$ cat src/rtl/disp_scan_mux.sv
// Four-digit multiplexed 7-segment scanner with a per-slot anti-ghosting blank phase.
// New data is staged on load and committed only at frame boundaries, so every frame shows one snapshot.
module disp_scan_mux #(
  parameter int unsigned PRESCALE     = 100000,
  parameter int unsigned BLANK_CYCLES = 1000
) (
  input  logic        clk,
  input  logic        rst_n,
  input  logic        load,
  input  logic [15:0] value,
  input  logic [3:0]  blank_mask,
  output logic        ack,
  output logic [1:0]  digit_sel,
  output logic [3:0]  AN,
  output logic [0:6]  D
);

  localparam int unsigned CW = (PRESCALE > 1) ? $clog2(PRESCALE) : 1;
  localparam logic [CW-1:0] LAST      = CW'(PRESCALE - 1);
  localparam logic [CW-1:0] BLANK_END = CW'(BLANK_CYCLES);

  typedef enum logic {ST_BLANK, ST_SHOW} state_t;

  state_t        state, state_nx;
  logic [CW-1:0] cnt, cnt_nx;
  logic [1:0]    sel_nx;
  logic          wrap, commit;
  logic [15:0]   stage_val, shown_val;
  logic [3:0]    stage_mask, shown_mask;
  logic          pending;
  logic [3:0]    an_nx;
  logic [0:6]    d_nx;
  logic [3:0]    nib;

  function automatic logic [0:6] seg7(input logic [3:0] n);
    case (n)
      4'h0: seg7 = 7'b0000001;
      4'h1: seg7 = 7'b1001111;
      4'h2: seg7 = 7'b0010010;
      4'h3: seg7 = 7'b0000110;
      4'h4: seg7 = 7'b1001100;
      4'h5: seg7 = 7'b0100100;
      4'h6: seg7 = 7'b0100000;
      4'h7: seg7 = 7'b0001111;
      4'h8: seg7 = 7'b0000000;
      4'h9: seg7 = 7'b0000100;
      4'hA: seg7 = 7'b0001000;
      4'hB: seg7 = 7'b1100000;
      4'hC: seg7 = 7'b0110001;
      4'hD: seg7 = 7'b1000010;
      4'hE: seg7 = 7'b0110000;
      default: seg7 = 7'b0111000;
    endcase
  endfunction

  // Outputs are registered from the next-cycle scan position so AN/D line up with cnt without lag.
  always_comb begin
    wrap     = (cnt == LAST);
    commit   = wrap && (digit_sel == 2'd3) && pending;
    cnt_nx   = wrap ? '0 : cnt + CW'(1);
    sel_nx   = wrap ? digit_sel + 2'd1 : digit_sel;
    state_nx = state;
    case (state)
      ST_BLANK: if (cnt_nx == BLANK_END) state_nx = ST_SHOW;
      ST_SHOW:  if (wrap)                state_nx = ST_BLANK;
      default:                           state_nx = ST_BLANK;
    endcase
    nib   = shown_val[{sel_nx, 2'b00} +: 4];
    an_nx = '1;
    d_nx  = '1;
    // The cycle after a commit is always BLANK, so reading the pre-commit snapshot here is safe.
    if (state_nx == ST_SHOW) begin
      an_nx[sel_nx] = 1'b0;
      if (!shown_mask[sel_nx]) d_nx = seg7(nib);
    end
  end

  always_ff @(posedge clk or negedge rst_n) begin
    if (!rst_n) begin
      cnt        <= '0;
      digit_sel  <= '0;
      state      <= ST_BLANK;
      AN         <= '1;
      D          <= '1;
      ack        <= 1'b0;
      pending    <= 1'b0;
      stage_val  <= '0;
      stage_mask <= '0;
      shown_val  <= '0;
      shown_mask <= '0;
    end else begin
      cnt       <= cnt_nx;
      digit_sel <= sel_nx;
      state     <= state_nx;
      AN        <= an_nx;
      D         <= d_nx;
      ack       <= commit;
      if (load) begin
        stage_val  <= value;
        stage_mask <= blank_mask;
      end
      if (commit) begin
        shown_val  <= stage_val;
        shown_mask <= stage_mask;
      end
      if (load)        pending <= 1'b1;
      else if (commit) pending <= 1'b0;
    end
  end

endmodule

$ cat config.mk
export PLATFORM = sky130hd
export DESIGN_NAME = disp_scan_mux
export DESIGN_NICKNAME = d
export VERILOG_FILES = /design/src/rtl/disp_scan_mux.sv
export SDC_FILE = /design/constraint.sdc
export NUM_CORES = 1
export LEC_CHECK = 0
export ABC_CLOCK_PERIOD_IN_PS = 2500
export BUFFER_PORTS_ARGS = -buffer_cell sky130_fd_sc_hd__buf_2
export CORE_ASPECT_RATIO = 0.8
export CORE_UTILIZATION = 53
export CTS_CLUSTER_SIZE = 40
export DETAILED_ROUTE_END_ITERATION = 10
export PLACE_DENSITY_LB_ADDON = 0.15
export SYNTH_ARGS = -nofsm -noshare
export SYNTH_HDL_FRONTEND = slang
export SYNTH_SLANG_ARGS = --single-unit
export TNS_END_PERCENT = 100
$ cat constraint.sdc
create_clock -name clk -period 2.5 [get_ports clk]
set_input_delay 0.5 -clock clk [delete_from_list [all_inputs] [get_ports clk]]
set_output_delay 0.5 -clock clk [all_outputs]
set_load 0.02 [all_outputs]
# == Word-level counts from Yosys, hierarchy flattened ==
# Memory sizes are Yosys's and may differ from the RTL's.
# Cells that the tools add are included.
# totals
register_bits,73
mem_bits_ro,112
out_inout_bits,14
elab_cells,40
mem_count,1
# mem_list
memory,words,width,rd,rd_ports_with_merged_regs,wr,line,rtl
(name not given),16,7,1,0,0,36,case (n)
# classes
n_addsub,2
order_cmp,2
n_eq_ne,3
n_shift,1
mux,14
bitwise_logic,2
n_reduce_logical,4
# op_table
cell,n
$add A17 B1 Y17 const B,1
$eq A17 B10 Y1 const B,1
$eq A17 B17 Y1 const B,1
$mux W17,1
$shiftx A16 B5 Y4,1
$mux W7,2
$mux W1,6
$mux W4,1
$not A4 Y4,1
$logic_and A1 B1 Y1,3
$lt A2 B3 Y1 const B,1
$add A2 B1 Y2 const B,1
$bmux W1 S2,1
$demux W1 S2,1
$eq A2 B2 Y1 const B,1
$ge A2 B1 Y1 const B,1
$mux W2,1
$pmux W1 S2,1
$reduce_bool A2 Y1,1
$not A1 Y1,1

# == Logic depth before layout (Yosys ltp) ==
# Gate-level depths: netlist of run 1.
# logic_depth
ltp_word,8
ltp_mapped,13
depth_no_buf,11

# == Worst setup path after synthesis of run 1 ==
# OpenSTA, ideal clock, no wires.
# synth_path
path_kind,flip-flop to flip-flop
from,register cnt[0]
to,register D[3] in the netlist's numbering
setup_ps,60
t_arrival_ps,2682
required_ps,2440
setup_slack_ps,-242
path_stages_with_launch,13
path_buffers,3
path_cell_list,dfrtp_1 ha_1 and4_1 buf_6 nand2_2 nor4_4 clkbuf_8 buf_2 mux2_2 ha_1 mux2i_1 mux2_2 nand2_1
# synth_via
elab_chain_cells,6
# synth_rtl
element,line,rtl
start: declaration,25,"logic [CW-1:0] cnt, cnt_nx;"
start signal: assignment,92,cnt <= cnt_nx;
$eq A17 B17 Y1 or $add A17 B1 Y17 (tied branches),"58, 60",
$mux W2 or $mux W17 (tied branches),"61, 60",
"$shiftx A16 B5 Y4, or another cell as far along",68,"nib = shown_val[{sel_nx, 2'b00} +: 4];"
"$mem_v2 Z16 W7, or another cell as far along",--,
$mux W7 or $pmux W1 S2 (tied branches),"74, 63",
$mux W7 (*),72,if (state_nx == ST_SHOW) begin
net d_nx (one bit),32,logic [0:6] d_nx;
end signal: assignment,96,D <= d_nx;
end: declaration,15,output logic [0:6] D
# Mark *: on every way through the listed nets, which the timed path passes. The rest lies on a longest branch. The select of a mux whose other input is x is not followed.
# A chain may end at the register's enable or synchronous reset.

# == Final worst setup path of run 1 ==
# layout_path
from,register cnt[0]
to,register D[6] in the netlist's numbering
# The elaborated chain is that of the path after synthesis.

==> qor_table.md, run 1 <==
| Item | Value |
|:---|:---|
| Result of the run | finished, final reports clean |
| Clock tree from TritonCTS | yes |
| Fmax achieved | 415 MHz |
| DRT Wirelength | 6.55 mm |
| Antenna violations before repair | 0 |
| Routed via count | 2368 |
| Maximum capacitance violations | 0 |
| Worst skew pair latency | 0.34 ns |
| Register bit total from synthesis | 73 |
| Hold-fix buffers at CTS | 0 |
| Final critical-path required period | 2.41 ns |
| Combinational Power Share | 3.9% |
| Critical path type | reg -> reg |
| Rows | 26 |
| Normalized max-slew margin | 64.4% |
| Most frequent cell after synthesis | sky130_fd_sc_hd__dfrtp_1 |
| Wire length of the first global-routing pass | 11.1 mm |
| Root Driver | sky130_fd_sc_hd__clkbuf_8 |
| TNS Setup | 0 ns |
| Starting utilization of the core area | 56.0% |
| Reg power frac | 58.2% |
| Area leader, netlist | sky130_fd_sc_hd__dfrtp_1 |
| Kind of path behind the tightest hold check | in -> async |
| Number of antenna repair diodes | 0 |
| Post-DR vias/cell | 5.53 |
| Number of iterations in the first detailed-routing pass | 4 |
| Yosys warning count | 0 |
| Synth top area cells | sky130_fd_sc_hd__dfrtp_1 (43%), sky130_fd_sc_hd__mux2_2 (13%), sky130_fd_sc_hd__dfstp_2 (7.9%), sky130_fd_sc_hd__mux2i_1 (3.6%), sky130_fd_sc_hd__xnor2_1 (3.1%) |
| Adder-cell area share of the yosys netlist | 2.75% |
| Source of the worst register-to-register timing path | cnt[0] |
| Slew @ Worst Pin | 0.534 ns |
| I/O pins | 37 |
| Largest net degree at the start of global routing | 51 |
| Worst slack, placed | -0.0339 ns |
| Standby leakage power | 1.98 nW |
| Floorplan core area | 0.00651 mm^2 |
| Worst-case clock buffer depth | 2 |
| Fraction of final layout cells with drive strength greater than 1 | 50.0% |
| Final RePlAce weighted congestion | 0.836 |
| Xor and xnor fraction of the mapped netlist area | 4.33% |
| DRC violation total after the first TritonRoute iteration | 113 |
| Proportion of synthesized flip-flops having asynchronous set or reset | 100% |
| Setup repair after global routing missed its margin | true |
| DRT antenna net count | 0 |
| Number of buffers added on ports | 36 |
| DRC | 0 |
| Power dissipated by switching net loads | 0.481 mW |
| TritonCTS Buffers | 9 |
| EDFF count, synth | 0 |
| Fraction of synthesized cell area taken by the top area cell type | 42.6% |
| Startpoint type of the worst setup path | register |
| Number of clock sinks | 73 |
| Final hold vios | 0 |
| Multiplexer area fraction after synthesis | 22.9% |
| Most instantiated flip-flop cell in the synthesis netlist | sky130_fd_sc_hd__dfrtp_1 |
| Capture instance of the worst register-to-register path | D[6] |
| Type of element capturing the critical path | register |
| Maximum fanout along the worst path | 7 |
| Max rail drop VDD | 357 uV |
| Proportion of synthesized chip area in sequential cells | 50.5% |
| Die Footprint | 0.00721 mm^2 |
| HPWL Detailed | 4.79 mm |
| Worst Clk Skew | 0.00936 ns |
| Finish-stage setup viols | 0 |
| Area added between synthesis and finish | 19.6% |
| Mapped Avg Cell Area | 13.4 um^2 |
| Switching share of total power | 22.7% |
| Clock transition time at the flip-flop clock pins of the worst setup and hold paths | 0.08 ns |
| Net Count, Synth | 303 |
| Arrival @ worst endpoint | 2.65 ns |
| Die Height | 76.1 um |
| Share of the clock period used by the worst path | 96.3% |
| Netlist Area Pre-Place | 0.00364 mm^2 |
| Cell count after synthesis | 272 |
| Via count of the first global-routing pass | 2345 |
| Dominant combinational cell family by area after synthesis | multiplexers |
| Fin nets | 371 |
| Total routing resource utilization after global routing | 20.4% |
| Pwr/cell area | 485 mW/mm^2 |
| Die W | 94.7 um |
| Final-layout fill cell count | 504 |
| Final worst slack | 0.0931 ns |
| Number of distinct library cell variants in the gate-level netlist after synthesis | 58 |
| Synthesized-area fraction occupied by ao, oa, aoi and oai cells | 4.23% |
| R2R depth | 6 |
| Count of H-tree levels built during CTS | 3 |
| Slack of the worst reg-to-reg path | 0.09 ns |
| Commonest cells post-synth | sky130_fd_sc_hd__dfrtp_1 (62), sky130_fd_sc_hd__mux2_2 (41), sky130_fd_sc_hd__nor2_1 (17), sky130_fd_sc_hd__mux2i_1 (13), sky130_fd_sc_hd__xnor2_1 (13) |
| GR Overflow Total | 0 |
| Average detailed-routed wire length per instance | 15.3 um |
| Clock power share | 37.9% |
| Required time of the critical path | 2.75 ns |
| Fin. max-slew vios | 0 |
| Post-synthesis share of cell area spent on and, or, nand and nor gates | 11.6% |
| Cell internal power dissipation | 1.63 mW |
[kinds of logic after synthesis]
logic type	count (synthesis)
XOR/XNOR	18
flip-flops	73
buffers and inverters	20
AO/OA/AOI/OAI	18
AND/OR/NAND/NOR	70
adder cells (fa/ha/maj)	8
multiplexers	65
[routing by layer]
| layer | global-route usage (%) | wire length (um) | part of all wire (%) | vias up |
|---|---|---|---|---|
| met1 | 29.1 | 3190 | 49 | 1166 |
| met5 | 0 | 0 | 0 | - |
| met2 | 29.6 | 2900 | 44 | 65 |
| li1 | - | - | - | 1127 |
| met4 | 8.18 | 108 | 1.6 | 0 |
| met3 | 5.39 | 346 | 5.3 | 10 |
[stage by stage]
step / hold WS (ns) / power (mW) / util (%) / cell area (um^2) / std cells
2_1_floorplan: 0.204 / 1.28 / - / 3680 / 272
3_3_place_gp: 0.471 / 1.34 / 62.7 / 4080 / 408
3_5_place_dp: 0.484 / 1.34 / 62.7 / 4080 / 408
4_1_cts: 0.136 / 2.15 / 65.6 / 4270 / 425
5_1_grt: 0.168 / 2.21 / 67.0 / 4360 / 428
6_report: 0.125 / 2.12 / 67.0 / 4360 / 428
[what timing repair did]
item | 4_1_cts | 5_1_grt
gates cloned | 0 | 1
setup endpoints to repair | 1 | 7
gates resized for setup | 2 | 20
pin swaps | 1 | 4
setup buffers | 2 | 2
[cell usage in the layout, fill, tap and decap left out, types with 4 or more instances in the layout]
cell,count
sky130_fd_sc_hd__buf_6,4
sky130_fd_sc_hd__nand4_1,5
sky130_fd_sc_hd__nor2_1,17
sky130_fd_sc_hd__buf_2,36
sky130_fd_sc_hd__mux2_2,38
sky130_fd_sc_hd__ha_2,4
sky130_fd_sc_hd__mux4_2,4
sky130_fd_sc_hd__xor2_1,5
sky130_fd_sc_hd__clkbuf_8,10
sky130_fd_sc_hd__inv_1,5
sky130_fd_sc_hd__nand3_1,10
sky130_fd_sc_hd__xnor2_1,13
sky130_fd_sc_hd__buf_4,28
sky130_fd_sc_hd__dfrtp_1,62
sky130_fd_sc_hd__nand2_1,11
sky130_fd_sc_hd__mux2i_1,11
sky130_fd_sc_hd__dfstp_2,11
[flip-flops by register name, summed over array words and instances (netlist names), 2 cells and up]
register / cells
shown_val: 16
stage_mask: 4
shown_mask: 4
stage_val: 16
digit_sel: 2
AN: 4
cnt: 17
D: 7
[power groups by stage]
| stage | clock (mW) | combinational, mW | sequential (mW) |
|---|---|---|---|
| finish | 0.802 | 0.0829 | 1.23 |
| CTS | 0.833 | 0.0864 | 1.23 |
| detailed placement | 0 | 0.0860 | 1.25 |
| global route | 0.879 | 0.0945 | 1.23 |
| floorplan | 0 | 0.0389 | 1.25 |
| global placement | 0 | 0.0835 | 1.25 |
[layout make-up]
class / instances / area (um^2) / area share, %
clock buffer: 10 / 138 / 3.16
clock inverter: 5 / 32.5 / 0.746
inverter: 8 / 30.0 / 0.689
multi-input combinational: 179 / 1760 / 40.3
sequential: 73 / 1840 / 42.2
tap: 84 / 105 / 2.41
timing repair buffer: 69 / 455 / 10.5
[critical path, stage by stage (launching register included)]
cell,delay [ns]
sky130_fd_sc_hd__dfrtp_1,0.41
sky130_fd_sc_hd__ha_4,0.19
sky130_fd_sc_hd__or4b_1,0.53
sky130_fd_sc_hd__a211oi_2,0.22
sky130_fd_sc_hd__or4b_4,0.53
sky130_fd_sc_hd__a21oi_4,0.25
sky130_fd_sc_hd__o221ai_1,0.18
[how the worst max path moves through the flow]
stage                 from  endpoint  depth (start not counted)
floorplan           cnt[0]      D[3]                         12
finish              cnt[0]      D[6]                          6
detailed placement  cnt[6]      D[3]                         10
global placement    cnt[1]      D[3]                         11
CTS                 cnt[1]      D[3]                         11
global route        cnt[1]      D[6]                          6
(Power assumes the default switching activity.)
==> run 2, diff against run 1 <==
CORE_UTILIZATION = 40   (was 53)
==> run 2 against run 1 <==
  * Worst hold slack better by 0.080 ns
  * Largest cell class unchanged
  * Sequential cell count unchanged
  * Sequential power about the same
  * Critical path type unchanged
  * Via count down 1.4%
==> qor_table.md, run 2 (synthesized netlist as in run 1, its figures left out) <==
| Item | Value | Delta |
|:---|:---|:---|
| Type of element capturing the critical path | register |  |
| Setup repair after global routing missed its margin | false |  |
| Die Footprint | 0.00949 mm^2 | +32% |
| Finish-stage setup viols | 0 | unchanged |
| Normalized max-slew margin | 55.4% | -8.9 points |
| I/O pins | 37 | unchanged |
| Rows | 30 | +15% |
| GR Overflow Total | 0 | unchanged |
| DRC | 0 | unchanged |
| Fmax achieved | 418 MHz | +0.72% |
| Worst skew pair latency | 0.33 ns | about the same |
| Clock transition time at the flip-flop clock pins of the worst setup and hold paths | 0.06 ns | -0.02 ns |
| Clock tree from TritonCTS | yes |  |
| Post-DR vias/cell | 5.08 | -8.3% |
| Area added between synthesis and finish | 25.4% |  |
| Biggest regs | cnt x17, shown_val x16, stage_val x16 |  |
| Slew @ Worst Pin | 0.668 ns | +0.134 ns |
| Die Height | 87.4 um | +15% |
| Result of the run | finished, final reports clean |  |
| Number of buffers added on ports | 36 | unchanged |
| Worst Clk Skew | 0.00511 ns | -0.00425 ns |
| Required time of the critical path | 2.73 ns | -0.02 ns |
| Most frequent cells in the layout | sky130_fd_sc_hd__dfrtp_1 (62), sky130_fd_sc_hd__mux2_2 (39), sky130_fd_sc_hd__buf_2 (36) |  |
| R2R depth | 7 | +1 |
| Count of H-tree levels built during CTS | 3 | unchanged |
| DRT Wirelength | 7.02 mm | +7.2% |
| Largest register FFs | 17 | unchanged |
| Critical path type | reg -> reg |  |
| Register containing the most flip-flops in the final layout | cnt |  |
| Source of the worst register-to-register timing path | cnt[4] |  |
| Maximum fanout along the worst path | 7 | unchanged |
| Routed via count | 2335 | -1.4% |
| DRT antenna net count | 0 | unchanged |
| Worst slack, placed | 0.00714 ns | +0.0410 ns |
| Maximum capacitance violations | 0 | unchanged |
| Max rail drop VDD | 404 uV | +13% |
| Starting utilization of the core area | 42.0% | -14 points |
| Startpoint type of the worst setup path | register |  |
| Number of iterations in the first detailed-routing pass | 4 | unchanged |
| Area of placed instances | 0.00413 mm^2 | +1.3% |
| Hold-fix buffers at CTS | 0 | unchanged |
| Pwr/cell area | 593 mW/mm^2 | +22% |
| TNS Setup | 0 ns | unchanged |
| Kind of path behind the tightest hold check | in -> async |  |
| Arrival @ worst endpoint | 2.62 ns | -0.03 ns |
| TritonCTS Buffers | 9 | unchanged |
| Final RePlAce weighted congestion | 0.822 | -1.6% |
| Wire length of the first global-routing pass | 12.0 mm | +8.0% |
| Die W | 109 um | +15% |
| DRC violation total after the first TritonRoute iteration | 104 | -8.0% |
| Number of antenna repair diodes | 0 | unchanged |
| Overall power | 2.71 mW | +28% |
| Final worst slack | 0.110 ns | +0.0173 ns |
| Slack of the worst reg-to-reg path | 0.11 ns | +0.02 ns |
| Via count of the first global-routing pass | 2326 | -0.81% |
| Final critical-path required period | 2.39 ns | -0.0173 ns |
| Most common cell after layout, fill and taps aside | sky130_fd_sc_hd__dfrtp_1 |  |
| Floorplan core area | 0.00867 mm^2 | +33% |
| Share of the clock period used by the worst path | 95.6% | -0.69 points |
| Total routing resource utilization after global routing | 16.9% | -3.5 points |
| Number of clock sinks | 73 | unchanged |
| HPWL Detailed | 5.09 mm | +6.2% |
| Average detailed-routed wire length per instance | 15.3 um | -0.22% |
| Fraction of final layout cells with drive strength greater than 1 | 49.1% | -0.86 points |
| Capture instance of the worst register-to-register path | D[6] |  |
| Design Area, Final | 0.00457 mm^2 | +4.8% |
| Antenna violations before repair | 0 | unchanged |
| Standby leakage power | 2.09 nW | +5.4% |
| Fin. max-slew vios | 0 | unchanged |
| Worst-case clock buffer depth | 2 | unchanged |
| Final hold vios | 0 | unchanged |
| Fin nets | 374 | +0.81% |
| Root Driver | sky130_fd_sc_hd__clkbuf_16 |  |
| Largest net degree at the start of global routing | 36 | -29% |
==> run 2: cell types whose count changed in the layout (fill, tap and decap cells not counted), sizes merged <==
cell and change:
clkbuf +1, buf +2, inv +1, clkinvlp -2, bufinv +2
==> run 2: stage by stage <==
stage | cells | hold WS [ns] | utilization [%]
floorplan | 272 | 0.204 | -
global placement | 437 | 0.478 | 47.7
detailed placement | 437 | 0.474 | 47.7
CTS | 453 | 0.219 | 51.5
global route | 460 | 0.246 | 52.7
finish | 460 | 0.205 | 52.7
==> run 2: how the worst max path moves through the flow <==
stage | from | to | slack (ns) | cells past startpoint
CTS | cnt[1] | D[3] | 0.004 | 11
global placement | cnt[6] | D[3] | 0.04 | 10
detailed placement | cnt[6] | D[3] | 0.007 | 10
global route | cnt[5] | D[6] | 0.002 | 10
floorplan | cnt[0] | D[3] | -0.13 | 12
finish | cnt[4] | D[6] | 0.11 | 7
==> run 2: cell type report <==
type,count,area (um^2)
inverters,8,30.0
clock buffers,10,239
multi-input cells,179,1740
repair buffers,72,493
flip-flops and latches,73,1840
clock inverters,6,90.1
fillers,741,4100
well taps,112,140
==> run 2: worst max-delay path, stage by stage, from the launching register on <==
cell and delay [ns]:
sky130_fd_sc_hd__dfrtp_1 0.37, sky130_fd_sc_hd__buf_4 0.16, sky130_fd_sc_hd__nand4_1 0.26, sky130_fd_sc_hd__or3_1 0.39, sky130_fd_sc_hd__o21a_1 0.12, sky130_fd_sc_hd__or4b_4 0.55, sky130_fd_sc_hd__a21oi_4 0.25, sky130_fd_sc_hd__o221ai_1 0.18
==> run 2: timing repair <==
action                     CTS  global route
resized for setup            1            10
cloned                       0             1
buffers inserted             0             6
pin swaps                    1             4
setup endpoints to repair    1             7
==> run 2: per-layer routing <==
metal / global-route usage [%] / part of all wire, %
met5: 0 / 0
met4: 6.27 / 1.2
met3: 4.49 / 4.1
met2: 23.5 / 42
met1: 25.0 / 53
==> run 2: power breakdown <==
| group | switching (mW) | total (mW) | leakage [nW] | internal (mW) |
|---|---|---|---|---|
| Clock | 0.489 | 1.39 | 0.159 | 0.903 |
| Combinational | 0.0419 | 0.0868 | 1.01 | 0.0449 |
| Sequential | 0.0166 | 1.23 | 0.917 | 1.22 |
